--- src/rtl/surf_cout_train_pkg.sv ---
// rtl/surf_cout_train_pkg.sv - shared types and helpers for the COUT auto-trainer
//
// Contents:
//   train_state_e      trainer FSM states
//   NUM_BITSLIP_TRIES  bitslips attempted before alignment is declared failed
//   rotl32             32-bit rotate left
//   rot_match          {hit, index}: word equals pattern rotated left by index*step
package surf_cout_train_pkg;

    localparam int NUM_BITSLIP_TRIES = 4;

    typedef enum logic [3:0] {
        S_IDLE,
        S_LOAD,
        S_SETTLE,
        S_CAPTURE,
        S_WAIT,
        S_EVAL,
        S_CENTER,
        S_LOAD_C,
        S_ALIGN,
        S_BITSLIP,
        S_DONE,
        S_FAIL
    } train_state_e;

    function automatic logic [31:0] rotl32(input logic [31:0] v, input int s);
        logic [63:0] dbl;
        dbl = {v, v} << (s % 32);
        return dbl[63:32];
    endfunction

    // Scans downward so the lowest matching rotation index wins.
    function automatic logic [5:0] rot_match(input logic [31:0] pattern,
                                             input logic [31:0] word,
                                             input int          step);
        logic [5:0] r;
        r = '0;
        for (int k = 31; k >= 0; k--) begin
            if (((k * step) < 32) && (word == rotl32(pattern, k * step))) begin
                r = {1'b1, 5'(k)};
            end
        end
        return r;
    endfunction

endpackage

--- src/rtl/surf_cout_eye_tracker.sv ---
// rtl/surf_cout_eye_tracker.sv - on-the-fly longest passing-run tracker for the tap scan
//
// Ports:
//   clk, rst          clock, synchronous active-high reset
//   clear             drop all run state (new training pass)
//   strobe            one tap result is presented on tap/pass
//   tap, pass         tap index and its pass/fail verdict
//   end_of_scan       last tap of the sweep; closes the current run
//   best_start        first tap of the widest run seen so far
//   best_len          width of that run in taps
module surf_cout_eye_tracker (
    input  logic       clk,
    input  logic       rst,
    input  logic       clear,
    input  logic       strobe,
    input  logic [5:0] tap,
    input  logic       pass,
    input  logic       end_of_scan,
    output logic [5:0] best_start,
    output logic [6:0] best_len
);

    logic [5:0] cur_start_q, cur_start_d;
    logic [6:0] cur_len_q, cur_len_d;
    logic [5:0] best_start_q, best_start_d;
    logic [6:0] best_len_q, best_len_d;

    always_comb begin
        cur_start_d  = cur_start_q;
        cur_len_d    = cur_len_q;
        best_start_d = best_start_q;
        best_len_d   = best_len_q;
        if (clear) begin
            cur_start_d  = '0;
            cur_len_d    = '0;
            best_start_d = '0;
            best_len_d   = '0;
        end else if (strobe) begin
            if (pass) begin
                cur_len_d = cur_len_q + 7'd1;
                if (cur_len_q == 7'd0) begin
                    cur_start_d = tap;
                end
                // Strictly greater: an equal-width later run never displaces the earlier one.
                if (cur_len_d > best_len_q) begin
                    best_start_d = cur_start_d;
                    best_len_d   = cur_len_d;
                end
            end else begin
                cur_len_d = '0;
            end
            // Best is already updated above, so closing just forgets the run (no wrap to tap 0).
            if (end_of_scan) begin
                cur_len_d = '0;
            end
        end
    end

    always_ff @(posedge clk) begin
        if (rst) begin
            cur_start_q  <= '0;
            cur_len_q    <= '0;
            best_start_q <= '0;
            best_len_q   <= '0;
        end else begin
            cur_start_q  <= cur_start_d;
            cur_len_q    <= cur_len_d;
            best_start_q <= best_start_d;
            best_len_q   <= best_len_d;
        end
    end

    assign best_start = best_start_q;
    assign best_len   = best_len_q;

endmodule

--- src/rtl/surf_cout_autotrain.sv ---
// rtl/surf_cout_autotrain.sv - automatic COUT link trainer (IDELAY eye scan + bitslip alignment)
//
// Sweeps IDELAY taps 0..MAX_TAP, loads the centre of the widest passing eye,
// then bitslips the COUT ISERDES until the capture is a nibble rotation of
// TRAIN_PATTERN.
//
// Ports:
//   sysclk_i, rst_i                          clock, synchronous active-high reset
//   start_i                                  begin training (ignored while busy_o)
//   cout_data_i, cout_valid_i                captured word and its one-cycle valid
//   cout_capture_o                           one-cycle capture request
//   idelay_value_o, idelay_cout_load_o       tap value and one-cycle load strobe
//   iserdes_cout_bitslip_o                   one-cycle bitslip strobe
//   cout_enable_o, busy_o, done_o, fail_o    status
//   eye_start_o, eye_width_o                 chosen eye
//   nibble_offset_o                          rotation k (pattern rotated left by 4k)
//   eye_map_o                                per-tap pass map, only with SURF_COUT_AUTOTRAIN_EYEMAP_EN
//
// Build option: SURF_COUT_AUTOTRAIN_EYEMAP_EN adds eye_map_o and its register.
module surf_cout_autotrain
    import surf_cout_train_pkg::*;
#(
    parameter logic [31:0] TRAIN_PATTERN   = 32'hA55A6996,
    parameter int          MAX_TAP         = 31,
    parameter int          SETTLE_CYCLES   = 16,
    parameter int          SAMPLES_PER_TAP = 4,
    parameter int          MIN_EYE         = 4,
    parameter int          CAPTURE_TIMEOUT = 255
) (
    input  logic        sysclk_i,
    input  logic        rst_i,
    input  logic        start_i,
    input  logic [31:0] cout_data_i,
    input  logic        cout_valid_i,
    output logic        cout_capture_o,
    output logic [5:0]  idelay_value_o,
    output logic        idelay_cout_load_o,
    output logic        iserdes_cout_bitslip_o,
    output logic        cout_enable_o,
    output logic        busy_o,
    output logic        done_o,
    output logic        fail_o,
    output logic [5:0]  eye_start_o,
    output logic [6:0]  eye_width_o,
    output logic [2:0]  nibble_offset_o
`ifdef SURF_COUT_AUTOTRAIN_EYEMAP_EN
    ,
    output logic [63:0] eye_map_o
`endif
);

    train_state_e state_q, state_d;
    logic [5:0]   tap_q, tap_d;
    logic [7:0]   cnt_q, cnt_d;
    logic [7:0]   pass_cnt_q, pass_cnt_d;
    logic [2:0]   slips_q, slips_d;
    logic         align_q, align_d;
    logic         sample_hit_q, sample_hit_d;
    logic [2:0]   sample_idx_q, sample_idx_d;

    logic         capture_q, capture_d;
    logic         load_q, load_d;
    logic         bitslip_q, bitslip_d;
    logic [5:0]   idelay_value_q, idelay_value_d;
    logic         enable_q, enable_d;
    logic         busy_q, busy_d;
    logic         done_q, done_d;
    logic         fail_q, fail_d;
    logic [5:0]   eye_start_q, eye_start_d;
    logic [6:0]   eye_width_q, eye_width_d;
    logic [2:0]   nibble_q, nibble_d;
`ifdef SURF_COUT_AUTOTRAIN_EYEMAP_EN
    logic [63:0]  eye_map_q, eye_map_d;
`endif

    logic         trk_clear, trk_strobe, trk_eos;
    logic [5:0]   best_start;
    logic [6:0]   best_len;

    logic [5:0]   scan_res;
    logic [5:0]   align_res;
    logic [6:0]   center_tap;
    logic         unused_bits;

    // Scan accepts any 1-bit rotation (bit alignment is fixed later by bitslip);
    // alignment needs a whole-nibble rotation.
    assign scan_res    = rot_match(TRAIN_PATTERN, cout_data_i, 1);
    assign align_res   = rot_match(TRAIN_PATTERN, cout_data_i, 4);
    assign center_tap  = {1'b0, best_start} + {1'b0, best_len[6:1]};
    assign unused_bits = ^{scan_res[4:0], align_res[4:3], center_tap[6]};

    surf_cout_eye_tracker u_eye_tracker (
        .clk         (sysclk_i),
        .rst         (rst_i),
        .clear       (trk_clear),
        .strobe      (trk_strobe),
        .tap         (tap_q),
        .pass        (sample_hit_q),
        .end_of_scan (trk_eos),
        .best_start  (best_start),
        .best_len    (best_len)
    );

    always_comb begin
        state_d        = state_q;
        tap_d          = tap_q;
        cnt_d          = cnt_q;
        pass_cnt_d     = pass_cnt_q;
        slips_d        = slips_q;
        align_d        = align_q;
        sample_hit_d   = sample_hit_q;
        sample_idx_d   = sample_idx_q;
        idelay_value_d = idelay_value_q;
        enable_d       = enable_q;
        done_d         = done_q;
        fail_d         = fail_q;
        eye_start_d    = eye_start_q;
        eye_width_d    = eye_width_q;
        nibble_d       = nibble_q;
        trk_clear      = 1'b0;
        trk_strobe     = 1'b0;
        trk_eos        = 1'b0;
`ifdef SURF_COUT_AUTOTRAIN_EYEMAP_EN
        eye_map_d      = eye_map_q;
`endif

        case (state_q)
            S_IDLE, S_DONE, S_FAIL: begin
                if (start_i) begin
                    done_d      = 1'b0;
                    fail_d      = 1'b0;
                    enable_d    = 1'b0;
                    eye_start_d = '0;
                    eye_width_d = '0;
                    nibble_d    = '0;
                    tap_d       = '0;
                    pass_cnt_d  = '0;
                    slips_d     = '0;
                    align_d     = 1'b0;
                    trk_clear   = 1'b1;
`ifdef SURF_COUT_AUTOTRAIN_EYEMAP_EN
                    eye_map_d   = '0;
`endif
                    state_d     = S_LOAD;
                end
            end
            S_LOAD, S_LOAD_C, S_BITSLIP: begin
                cnt_d   = '0;
                state_d = S_SETTLE;
            end
            S_SETTLE: begin
                if (cnt_q == 8'(SETTLE_CYCLES - 1)) begin
                    state_d = S_CAPTURE;
                end else begin
                    cnt_d = cnt_q + 8'd1;
                end
            end
            S_CAPTURE: begin
                cnt_d   = '0;
                state_d = S_WAIT;
            end
            S_WAIT: begin
                if (cout_valid_i) begin
                    sample_hit_d = align_q ? align_res[5] : scan_res[5];
                    sample_idx_d = align_res[2:0];
                    state_d      = align_q ? S_ALIGN : S_EVAL;
                end else if (cnt_q == 8'(CAPTURE_TIMEOUT - 1)) begin
                    sample_hit_d = 1'b0;
                    state_d      = align_q ? S_ALIGN : S_EVAL;
                end else begin
                    cnt_d = cnt_q + 8'd1;
                end
            end
            S_EVAL: begin
                if (sample_hit_q && ((pass_cnt_q + 8'd1) < 8'(SAMPLES_PER_TAP))) begin
                    pass_cnt_d = pass_cnt_q + 8'd1;
                    state_d    = S_CAPTURE;
                end else begin
                    // sample_hit_q here is the tap verdict: a fail ends the tap early,
                    // otherwise all required samples passed.
                    trk_strobe = 1'b1;
                    pass_cnt_d = '0;
`ifdef SURF_COUT_AUTOTRAIN_EYEMAP_EN
                    eye_map_d[tap_q] = sample_hit_q;
`endif
                    if (tap_q == 6'(MAX_TAP)) begin
                        trk_eos = 1'b1;
                        state_d = S_CENTER;
                    end else begin
                        tap_d   = tap_q + 6'd1;
                        state_d = S_LOAD;
                    end
                end
            end
            S_CENTER: begin
                if (best_len < 7'(MIN_EYE)) begin
                    fail_d  = 1'b1;
                    state_d = S_FAIL;
                end else begin
                    tap_d       = center_tap[5:0];
                    eye_start_d = best_start;
                    eye_width_d = best_len;
                    align_d     = 1'b1;
                    slips_d     = '0;
                    state_d     = S_LOAD_C;
                end
            end
            S_ALIGN: begin
                if (sample_hit_q) begin
                    nibble_d = sample_idx_q;
                    done_d   = 1'b1;
                    enable_d = 1'b1;
                    state_d  = S_DONE;
                end else if (slips_q == 3'(NUM_BITSLIP_TRIES)) begin
                    fail_d  = 1'b1;
                    state_d = S_FAIL;
                end else begin
                    slips_d = slips_q + 3'd1;
                    state_d = S_BITSLIP;
                end
            end
            default: state_d = S_IDLE;
        endcase

        // Strobes are decoded from the next state, so each lasts exactly the one
        // cycle spent in its state and no two can coincide.
        load_d    = (state_d == S_LOAD) || (state_d == S_LOAD_C);
        capture_d = (state_d == S_CAPTURE);
        bitslip_d = (state_d == S_BITSLIP);
        busy_d    = !((state_d == S_IDLE) || (state_d == S_DONE) || (state_d == S_FAIL));
        if (load_d) begin
            idelay_value_d = tap_d;
        end
    end

    always_ff @(posedge sysclk_i) begin
        if (rst_i) begin
            state_q        <= S_IDLE;
            tap_q          <= '0;
            cnt_q          <= '0;
            pass_cnt_q     <= '0;
            slips_q        <= '0;
            align_q        <= 1'b0;
            sample_hit_q   <= 1'b0;
            sample_idx_q   <= '0;
            capture_q      <= 1'b0;
            load_q         <= 1'b0;
            bitslip_q      <= 1'b0;
            idelay_value_q <= '0;
            enable_q       <= 1'b0;
            busy_q         <= 1'b0;
            done_q         <= 1'b0;
            fail_q         <= 1'b0;
            eye_start_q    <= '0;
            eye_width_q    <= '0;
            nibble_q       <= '0;
`ifdef SURF_COUT_AUTOTRAIN_EYEMAP_EN
            eye_map_q      <= '0;
`endif
        end else begin
            state_q        <= state_d;
            tap_q          <= tap_d;
            cnt_q          <= cnt_d;
            pass_cnt_q     <= pass_cnt_d;
            slips_q        <= slips_d;
            align_q        <= align_d;
            sample_hit_q   <= sample_hit_d;
            sample_idx_q   <= sample_idx_d;
            capture_q      <= capture_d;
            load_q         <= load_d;
            bitslip_q      <= bitslip_d;
            idelay_value_q <= idelay_value_d;
            enable_q       <= enable_d;
            busy_q         <= busy_d;
            done_q         <= done_d;
            fail_q         <= fail_d;
            eye_start_q    <= eye_start_d;
            eye_width_q    <= eye_width_d;
            nibble_q       <= nibble_d;
`ifdef SURF_COUT_AUTOTRAIN_EYEMAP_EN
            eye_map_q      <= eye_map_d;
`endif
        end
    end

    assign cout_capture_o         = capture_q;
    assign idelay_value_o         = idelay_value_q;
    assign idelay_cout_load_o     = load_q;
    assign iserdes_cout_bitslip_o = bitslip_q;
    assign cout_enable_o          = enable_q;
    assign busy_o                 = busy_q;
    assign done_o                 = done_q;
    assign fail_o                 = fail_q;
    assign eye_start_o            = eye_start_q;
    assign eye_width_o            = eye_width_q;
    assign nibble_offset_o        = nibble_q;
`ifdef SURF_COUT_AUTOTRAIN_EYEMAP_EN
    assign eye_map_o              = eye_map_q;
`endif

endmodule
--- config.mk ---
export PLATFORM = sky130hd
export DESIGN_NAME = surf_cout_autotrain
export DESIGN_NICKNAME = d
export VERILOG_FILES = /design/src/rtl/surf_cout_train_pkg.sv /design/src/rtl/surf_cout_eye_tracker.sv /design/src/rtl/surf_cout_autotrain.sv
export SDC_FILE = /design/constraint.sdc
export NUM_CORES = 1
export LEC_CHECK = 0
export CELL_PAD_IN_SITES_DETAIL_PLACEMENT = 0
export CELL_PAD_IN_SITES_GLOBAL_PLACEMENT = 1
export CORE_AREA = 3 3 128 130
export CTS_CLUSTER_SIZE = 14
export DETAILED_ROUTE_END_ITERATION = 10
export DIE_AREA = 0 0 131 133
export PLACE_DENSITY = 0.84
export SETUP_SLACK_MARGIN = 0.2
export SLEW_MARGIN = 5
export SYNTH_ARGS = -nofsm -noshare
export SYNTH_HDL_FRONTEND = slang
export SYNTH_SLANG_ARGS = --single-unit
--- constraint.sdc ---
create_clock -name sysclk_i -period 2.4 [get_ports sysclk_i]
set_clock_uncertainty 0.1 [all_clocks]
set_input_delay 0.24 -clock sysclk_i [delete_from_list [all_inputs] [get_ports sysclk_i]]
set_output_delay 0.24 -clock sysclk_i [all_outputs]
set_load 0.03 [all_outputs]
==> impl_metrics.toml <==
[detailed_routing]
drc_errors = 0
drtPass1Iterations = 5
dr_total_vias = 7008
ant_nets = 0
first_iter_violations = 696
postRouteWirelength_um = 24400
drt-wirelength-per-cell_um = 20.6
via_per_inst = 5.92

[floorplanning]
floorplan.core_area_um2 = 15300
fp-row-count = 45
die_y_um = 133
die_w_um = 131
initial_utilization_pct = 38.9
io-pin-count = 65
die_area_um2 = 17400

[worst_setup_path]
critPathRequiredTime_ps = 2520
setup_cp_type = "reg -> reg"
r2r_setup_slack_ps = -90
startpoint_type = "flip-flop"
r2r-end = "u_eye_tracker.best_start[4]$_SDFFE_PP0P_"
path_max_fanout = 7
crit_arrival_ps = 2610
worst-r2r-cell-count = 13
worst_r2r_startpoint = "u_eye_tracker.cur_len_q[0]$_SDFFE_PP0P_"
timing.critical_path.to_type = "flip-flop"

[place]
dp_cells = 1142
pre_cts_ws_ps = -193
dp_hpwl_um = 18900
place.gp.congestion = 0.973
place_area_um2 = 8000
place.port_buffers = 64

[worst_hold_path]
hold_path_cells = 2
worstHoldPathType = "reg -> reg"
min-delay-start = "idelay_value_o[0]$_SDFFE_PP0P_"
worstHoldEndpoint = "idelay_value_o[0]$_SDFFE_PP0P_"

[global_routing]
track_usage_pct = 27.4
use_met3_pct = 7.15
gr-usage-met2_pct = 41.4
busiest_layer = "met2"
grt_util_met1_pct = 38.8
antenna_found_initial = 0
globalRouteOverflowTotal = 0
via_count_of_the_first_global_routing_pass = 6798
global_route_wire_length_before_repair_um = 37500
grt_max_degree = 35

[logic_synthesis]
postSynthRegisterBits = 88
netlist.area_leader.share_pct = 29.7
synth.avg_cell_area_um2 = 8.11
synth.yosys.seq_area_share_pct = 29.7
post_synthesis_mux_area_share_pct = 3.08
ys_dominant_reg_cell = "sky130_fd_sc_hd__dfxtp_1"
syn-cell-area_um2 = 5930
synth_async_sr_flop_share_pct = 0
ranking_of_synthesized_cells_by_area = "sky130_fd_sc_hd__dfxtp_1 (30%), sky130_fd_sc_hd__nor2_1 (5.6%), sky130_fd_sc_hd__nor4bb_1 (4.7%), sky130_fd_sc_hd__ha_1 (4.2%), sky130_fd_sc_hd__nor2b_1 (3.9%)"
synth_top_family_by_area = "simple AND/OR/NAND/NOR gates"
yosysWarnings = 0
synth_cell_types = 77
synth_simple_gate_area_share_pct = 37.9
syn_inst = 731
post_synth_xor_area_fraction_pct = 2.36
synth_edf_count = 0
netlist_top_cells_count = "sky130_fd_sc_hd__nor2_1 (89), sky130_fd_sc_hd__dfxtp_1 (88), sky130_fd_sc_hd__nand2_1 (56), sky130_fd_sc_hd__nand3_1 (43), sky130_fd_sc_hd__nor2b_1 (37)"
post_synth_fa_ha_maj_area_fraction_pct = 4.56
yosys.cell_count.top_type = "sky130_fd_sc_hd__nor2_1"
synth_area_leader_cell = "sky130_fd_sc_hd__dfxtp_1"
synth-compound-area-share_pct = 18.7
synthesis.nets = 788

[outcome]
violations = "setup timing"
run_status = "complete, but fails checks"

[clock_network]
path_clk_slew_ps = 70
cts_made_buffers = 9
tritoncts = "built"
cts_root_buffer = "sky130_fd_sc_hd__clkbuf_16"
hold_buffers = 0
htree_num_levels = 3
clock_tree_sinks = 88
skew_pair_late_insertion_delay_ps = 350
cts_buffer_depth = 2

[sta]
final-hold-violation-count = 0
timing.slew.headroom_pct = 64.0
achievable-frequency_ghz = 0.402
setup_total_negative_slack_ps = -662
drv_slew = 0
tightest_slew_ps = 539
min_period_over_period_pct = 104
worst_path_setup_slack_after_routing_ps = -86.7
fin_hold_ws_ps = 378
final_period_minus_worst_setup_slack_ps = 2490
setup_violations = 9
setup_repair_after_global_routing_missed_its_margin = "yes"

[power]
power.density_cell_area_nw_per_um2 = 446
worst_ir_drop_vdd_uv = 423
power.total_mw = 4.04
leakagePower_nw = 3.39

[job]
max-cap-violations = 0

[cells_and_area]
antenna_cells_inserted = 0
synthToLayoutAreaGrowth_pct = 52.9
stdcell_area_um2 = 9060
drive_above_1_share_pct = 33.6
fin_util_pct = 59.4
fin_nets = 1025
instances_no_fill = 1184
## worst max path at each step
stage	depth (start not counted)	endpoint	slack, ps	from
floorplan	11	u_eye_tracker.best_start[3]$_SDFFE_PP0P_	90	u_eye_tracker.cur_len_q[0]$_SDFFE_PP0P_
global placement	9	sample_hit_q$_SDFFE_PP0P_	-330	cout_data_i[29]
detailed placement	9	sample_hit_q$_SDFFE_PP0P_	-190	cout_data_i[29]
CTS	12	u_eye_tracker.best_len[1]$_SDFFE_PP0P_	-40	u_eye_tracker.cur_len_q[0]$_SDFFE_PP0P_
global route	12	u_eye_tracker.best_len[2]$_SDFFE_PP0P_	-200	u_eye_tracker.cur_len_q[0]$_SDFFE_PP0P_
finish	13	u_eye_tracker.best_start[4]$_SDFFE_PP0P_	-90	u_eye_tracker.cur_len_q[0]$_SDFFE_PP0P_
## state kept, by name, summed over array words and instances (netlist names), 3 cells and up
register and count:
cnt_q 8, u_eye_tracker.cur_start_q 6, idelay_value_o 6, nibble_offset_o 3
state_q 4, pass_cnt_q 8, tap_q 6, slips_q 3
eye_start_o 6, u_eye_tracker.best_start 6, u_eye_tracker.best_len 7, sample_idx_q 3
eye_width_o 7, u_eye_tracker.cur_len_q 7
## metal layers
metal  routed length (um)  vias up
met5                    0        -
met4                  540        0
met3                 1970       55
met2                11000      333
met1                10900     3383
li1                     -     3237
## where the power goes
group | leakage, nW | total [mW] | switching (mW) | internal [mW]
logic | 2.53 | 1.06 | 0.574 | 0.488
registers | 0.722 | 1.53 | 0.0374 | 1.50
clock network | 0.145 | 1.45 | 0.611 | 0.839
total | 3.39 | 4.04 | 1.22 | 2.82
## logic make-up after synthesis
group	after synthesis
AO/OA/AOI/OAI	143
XOR/XNOR	16
adder cells (fa/ha/maj)	21
buffers and inverters	53
flip-flops	88
multiplexers	18
AND/OR/NAND/NOR	392
## cell type report
cell class / count / area [um2]
multi-input combinational: 590 / 4420
inverter: 24 / 90.1
tap: 211 / 264
clock buffer: 10 / 239
timing repair buffer: 255 / 2180
fill: 1350 / 6190
clock inverter: 6 / 67.6
sequential: 88 / 1800
## cell usage in the layout (no fill, tap or decap), drive strengths merged, types with 7 or more instances in the layout
cell and instances:
buf 191, nor2 89, dfxtp 88, clkdlybuf4s50 60, nand2 57, nand3 44
nor2b 37, nand4 30, nor4bb 28, a21oi 28, inv 25, nor4 23
nor3 21, ha 20, a22oi 18, and2 18, a211oi 18, mux2i 16
and3 14, o21ai 14, xor2 12, clkbuf 10, a31oi 8, o211ai 7
## critical path, stage by stage (launching register included)
cell and delay (ps):
sky130_fd_sc_hd__dfxtp_4 400, sky130_fd_sc_hd__ha_4 160, sky130_fd_sc_hd__nand3_4 90, sky130_fd_sc_hd__nor2_4 120, sky130_fd_sc_hd__xnor2_2 130, sky130_fd_sc_hd__inv_1 60
sky130_fd_sc_hd__ha_1 310, sky130_fd_sc_hd__nand4_1 100, sky130_fd_sc_hd__o221ai_2 130, sky130_fd_sc_hd__a211oi_4 290, sky130_fd_sc_hd__buf_4 180, sky130_fd_sc_hd__buf_6 100
sky130_fd_sc_hd__buf_16 120, sky130_fd_sc_hd__a211oi_1 60
## repair_timing
action                                  4_1_cts  5_1_grt
setup buffers                                13       12
endpoints found under the setup margin       31       52
pin swaps                                    28       28
gates resized for setup                      58       74
cloned                                        1        0
Power figures use the tool's default switching activity.
